[config.mk]
export PLATFORM = sky130hd
export DESIGN_NAME = insn_decode_skid
export DESIGN_NICKNAME = d
export VERILOG_FILES = /design/src/rtl/insn_decode_skid.sv
export SDC_FILE = /design/constraint.sdc
export NUM_CORES = 1
export LEC_CHECK = 0
export CAP_MARGIN = 20
export CELL_PAD_IN_SITES_DETAIL_PLACEMENT = 0
export CELL_PAD_IN_SITES_GLOBAL_PLACEMENT = 1
export CORE_ASPECT_RATIO = 0.6
export CORE_UTILIZATION = 33
export CTS_CLUSTER_DIAMETER = 60
export DETAILED_ROUTE_END_ITERATION = 12
export HOLD_SLACK_MARGIN = 0.05
export PLACE_DENSITY_LB_ADDON = 0.1
export SLEW_MARGIN = 20
export SYNTH_ARGS = -nofsm -noshare
export SYNTH_HDL_FRONTEND = slang
export SYNTH_SLANG_ARGS = --single-unit
[constraint.sdc]
create_clock -name clock -period 2 [get_ports clock]
set_input_delay 0.6 -clock clock [delete_from_list [all_inputs] [get_ports clock]]
set_output_delay 0.6 -clock clock [all_outputs]
set_load 0.02 [all_outputs]
[src/rtl/insn_decode_skid.sv]
// insn_decode_skid: decode-stage skid buffer between instruction fetch and
// the operand/immediate path.
//
// A 2-entry FIFO of {insn, pc} behind a valid/ready handshake. The head entry
// is split into instruction fields and a format code (0=R, 1=I, 2=JI, 3=JII).
// in_ready depends only on the registered count, so there is no combinational
// path from out_ready to in_ready.
//
// Ports:
//   clock, reset_n            clock, async active-low reset
//   in_valid/in_ready         fetch handshake; in_insn, in_pc carried with it
//   flush                     drop every buffered entry and any same-cycle input
//   out_valid/out_ready       head handshake toward register file/ALU/branch
//   out_opcode..out_target27  pure slices of the head instruction
//   out_fmt                   instruction format decoded from out_opcode
//   out_pc                    PC of the head entry
//
// Optional feature, macro ILLEGAL_OPCODE_TRAP_EN:
//   illegal_op      high while out_valid and the head opcode is not decodable
//   illegal_sticky  latches illegal_op until reset (survives flush)
module insn_decode_skid #(
  parameter int unsigned PC_W = 12
) (
  input  logic            clock,
  input  logic            reset_n,
  input  logic            in_valid,
  output logic            in_ready,
  input  logic [31:0]     in_insn,
  input  logic [PC_W-1:0] in_pc,
  input  logic            flush,
  output logic            out_valid,
  input  logic            out_ready,
  output logic [4:0]      out_opcode,
  output logic [4:0]      out_rd,
  output logic [4:0]      out_rs,
  output logic [4:0]      out_rt,
  output logic [4:0]      out_shamt,
  output logic [4:0]      out_aluop,
  output logic [16:0]     out_imm17,
  output logic [26:0]     out_target27,
  output logic [1:0]      out_fmt,
  output logic [PC_W-1:0] out_pc
`ifdef ILLEGAL_OPCODE_TRAP_EN
  ,
  output logic            illegal_op,
  output logic            illegal_sticky
`endif
);

  typedef enum logic [1:0] {FmtR = 2'd0, FmtI = 2'd1, FmtJi = 2'd2, FmtJii = 2'd3} fmt_e;

  logic [31:0]     insn_q [2];
  logic [PC_W-1:0] pc_q   [2];
  logic            head_q, head_d;
  logic            tail_q, tail_d;
  logic [1:0]      count_q, count_d;
  logic            push, pop;
  logic [31:0]     head_insn;
  fmt_e            fmt;

  assign in_ready  = (count_q != 2'd2);
  assign out_valid = (count_q != 2'd0);
  // Flush drops the concurrent input, so it must not count as a push.
  assign push      = in_valid & in_ready & ~flush;
  assign pop       = out_valid & out_ready;

  always_ff @(posedge clock or negedge reset_n) begin
    if (!reset_n) begin
      insn_q[0] <= '0;
      insn_q[1] <= '0;
      pc_q[0]   <= '0;
      pc_q[1]   <= '0;
    end else if (push) begin
      insn_q[tail_q] <= in_insn;
      pc_q[tail_q]   <= in_pc;
    end
  end

  always_comb begin
    head_d  = head_q;
    tail_d  = tail_q;
    count_d = count_q;
    if (flush) begin
      head_d  = 1'b0;
      tail_d  = 1'b0;
      count_d = 2'd0;
    end else begin
      if (push) tail_d = ~tail_q;
      if (pop)  head_d = ~head_q;
      case ({push, pop})
        2'b10:   count_d = count_q + 2'd1;
        2'b01:   count_d = count_q - 2'd1;
        default: count_d = count_q;
      endcase
    end
  end

  always_ff @(posedge clock or negedge reset_n) begin
    if (!reset_n) begin
      head_q  <= 1'b0;
      tail_q  <= 1'b0;
      count_q <= 2'd0;
    end else begin
      head_q  <= head_d;
      tail_q  <= tail_d;
      count_q <= count_d;
    end
  end

  // Empty buffer presents an all-zero head so fields never show stale data.
  assign head_insn = out_valid ? insn_q[head_q] : 32'd0;
  assign out_pc    = out_valid ? pc_q[head_q] : '0;

  assign out_opcode   = head_insn[31:27];
  assign out_rd       = head_insn[26:22];
  assign out_rs       = head_insn[21:17];
  assign out_rt       = head_insn[16:12];
  assign out_shamt    = head_insn[11:7];
  assign out_aluop    = head_insn[6:2];
  assign out_imm17    = head_insn[16:0];
  assign out_target27 = head_insn[26:0];

  always_comb begin
    fmt = FmtR;
    case (out_opcode)
      5'b00000:                                  fmt = FmtR;
      5'b00010, 5'b00101, 5'b00110, 5'b00111,
      5'b01000:                                  fmt = FmtI;
      5'b00001, 5'b00011, 5'b10101, 5'b10110:    fmt = FmtJi;
      5'b00100:                                  fmt = FmtJii;
      default:                                   fmt = FmtR;
    endcase
  end

  assign out_fmt = fmt;

`ifdef ILLEGAL_OPCODE_TRAP_EN
  logic sticky_q;

  // Every listed opcode except 00000 decodes to a non-R format, so an R result
  // with a nonzero opcode means the opcode fell through to the default arm.
  assign illegal_op     = out_valid & (fmt == FmtR) & (out_opcode != 5'd0);
  assign illegal_sticky = sticky_q | illegal_op;

  always_ff @(posedge clock or negedge reset_n) begin
    if (!reset_n) begin
      sticky_q <= 1'b0;
    end else if (illegal_op) begin
      sticky_q <= 1'b1;
    end
  end
`endif

endmodule

==> run summary <==
Outcome: complete, but fails checks
Failing checks: setup timing
Reg clk slew, reported paths: 0.07 ns
Grt ovf: 0
Initial antenna violation count: 1
Setup TNS: -23.89 ns
CTS tree: done
Max Root-Sink Buffers: 2
Layout area overhead: 46.6%
Vias per cell: 4.69
Endpoints failing setup: 88
Initial core utilization: 34.7%
Max Fclk: 396 MHz
Die ar.: 14300 µm²
Total GRT Usage: 15.8%
Die W: 154 µm
Worst skew pair latency: 0.34 ns
Finished Core Util: 50.8%
Synth area leaders: dfrtp_1 (50%), mux2_2 (20%), mux2i_1 (9.4%), buf_4 (6.9%), nor2_1 (3.5%)
Register area share after synthesis: 50.4%
Tcrit/Tclk final: 126%
Max_cap viols: 0
RSZ-0062 raised after global routing: true
H-tree depth: 3
Post-synthesis async set-or-reset flop share: 100%
Vias in the first global route: 3271
Cells after Synth: 361
First-pass GRT wire length: 17200 µm
PortBufs: 138
Initial DRT Pass Iterations: 4
Largest net degree at the start of global routing: 45
Io pins: 139
EDFF count, synth: 0
Critical Path End Type: primary output
Arrival time at the worst endpoint: 1.92 ns
Max IR drop VDD: 0.000438 V
Kind of critical path: reg -> out
Reg area: 2300 µm²
Final count of hold timing violations: 0
Comb power frac: 33.2%
CP Data Required Time: 1.40 ns
Slew headroom: 68.6%
# DRC: 0
Share of power burned in registers: 39.8%
Routed length per instance: 17.0 µm
CTS Buf Count: 9
Filler Cell Count: 1167
Synth Register Bits: 92
Area of the multi-input gates: 2030 µm²
Sink Count: 92
Routability cong.: 0.792
Post-Synthesis Net Count: 412
CP startpoint kind: flip-flop
PD cells: 960 nW/µm²
Total Nets Final: 548
Clock skew: 0.00519 ns
Critical path peak fanout: 7
Final ANT Viol Nets: 0
Clk Tree Root Cell: clkbuf_16
Fraction of layout cells with a size suffix above 1: 55.8%
Number of diodes: 0
PnR worst setup slack: -0.525 ns
CORE AREA: 13200 µm²
Final HPWL DP: 7560 µm
Slew @ Worst Pin: 0.470 ns
Fin. max-slew vios: 0
Total net switching power: 0.00195 W
Hold WS: 0.209 ns
Yosys warns: 0
Syn Std Cell Area: 4570 µm²
Prevailing post-synth register cell: dfrtp_1
Synth Area per Inst: 12.6 µm²
DIE HEIGHT: 93.1 µm
Hold Path Class: in -> async
Rows: 32
Placed cells: 637
Distinct cells, synth: 29
Net Sw Frac: 30.4%
Via count: 3152
Final min period: 2.52 ns
Area leader, netlist: dfrtp_1
DRT iter0 DRCs: 37
Internal: 0.00447 W
Top cell type's share of synthesized area: 50.4%
Pleak: 2.92 nW
Non-filler instance count after layout: 672
DRT Wirelength: 11400 µm
Clk pwr share: 27.0%
final timing paths:
path | from | slack (ns) | depth (start not counted) | endpoint
worst min register to register | insn_q[40] | 0.49 | 1 | insn_q[40]
worst max register to register | count_q[1] | 0.01 | 7 | pc_q[13]
max in group asynchronous | reset_n | 1.20 | 2 | head_q
worst max-delay path | head_q | -0.52 | 7 | out_fmt[1]
worst min-delay path | reset_n | 0.21 | 1 | pc_q[9]
min in group clock | insn_q[40] | 0.49 | 1 | insn_q[40]
cells in the final DEF, fill, tap and decap left out, types with 2 or more instances in the layout:
cell and instances:
nor2_1 19, clkbuf_2 3, buf_12 11, mux2i_2 6, dlygate4sd2_1 4, buf_8 2, clkbuf_16 11, buf_6 37
nor2_2 17, a21oi_1 5, mux2_2 82, mux2i_4 3, buf_4 64, inv_2 3, inv_6 2, clkdlybuf4s50_1 47
clkinvlp_4 2, mux2i_1 34, or3_1 2, mux2_1 8, dfrtp_1 91, o21ai_0 3, buf_2 12, nor2_4 7
repair_timing:
action                                  4_1_cts  5_1_grt
cloned                                        1        4
buffers inserted                              9        5
pin swaps                                     3        7
endpoints found under the setup margin       90      101
hold buffers                                  0        0
gates resized for setup                     331      169
area by class of cell:
type                    instances  area share, %
flip-flops and latches         92           34.4
multi-input cells             205           30.3
inverters                       5          0.318
clock buffers                  10           3.57
well taps                     170           3.18
repair buffers                184           27.1
clock inverters                 6           1.07
synth_stat cells (2+ instances only):
master	n
a21oi_1	6
and2_1	2
buf_2	8
buf_4	42
buf_6	4
clkbuf_1	5
dfrtp_1	92
ha_1	2
inv_1	4
mux2_1	8
mux2_2	83
mux2i_1	43
nor2_1	43
o21ai_0	3
or3_1	2
kinds of logic (layout without fill, tap and decap cells):
| group | after synthesis | in the layout | share of synthesized area, % |
|---|---|---|---|
| buf+inv | 64 | 205 | 9.59 |
| fa+ha+maj | 2 | 2 | 0.548 |
| simple gates | 55 | 55 | 5.73 |
| mux | 134 | 134 | 31.9 |
| xor+xnor | 1 | 1 | 0.192 |
| flops | 92 | 92 | 50.4 |
| compound gates | 13 | 13 | 1.64 |
sequential cells by signal, indices dropped and copies added, names as in the netlist:
name / flops
count_q: 2
head_q: 1
insn_q: 64
pc_q: 24
tail_q: 1
per-stage QoR:
stage          instance area [µm²]  setup WS, ns  power [W]
2_1_floorplan                 4660        -0.114    0.00382
3_3_place_gp                  6090        -0.569    0.00451
3_5_place_dp                  6090        -0.666    0.00456
4_1_cts                       6440        -0.574    0.00633
5_1_grt                       6690        -0.586    0.00679
6_report                      6690        -0.525    0.00643
layer usage:
layer | GRT usage (%) | part of all wire (%) | vias to the layer above
li1 | - | - | 1477
met1 | 21.3 | 49 | 1583
met2 | 24.4 | 44 | 84
met3 | 5.47 | 6.0 | 8
met5 | 0 | 0 | -
met4 | 4.00 | 0.76 | 0
critical path: stages (launching register included):
cell and delay [ns]:
dfrtp_2 0.46, mux2_4 0.31, and2_4 0.15, inv_4 0.06
ha_4 0.18, mux2i_1 0.14, o32ai_2 0.11, buf_4 0.17
power groups by stage:
stage               Combinational, W  Clock (W)  Sequential (W)
finish                       0.00214    0.00174         0.00256
global route                 0.00228    0.00189         0.00262
CTS                          0.00199    0.00179         0.00254
detailed placement           0.00200          0         0.00257
global placement             0.00196          0         0.00254
floorplan                    0.00132          0         0.00250
No activity file was read; power rests on OpenSTA's default activity.
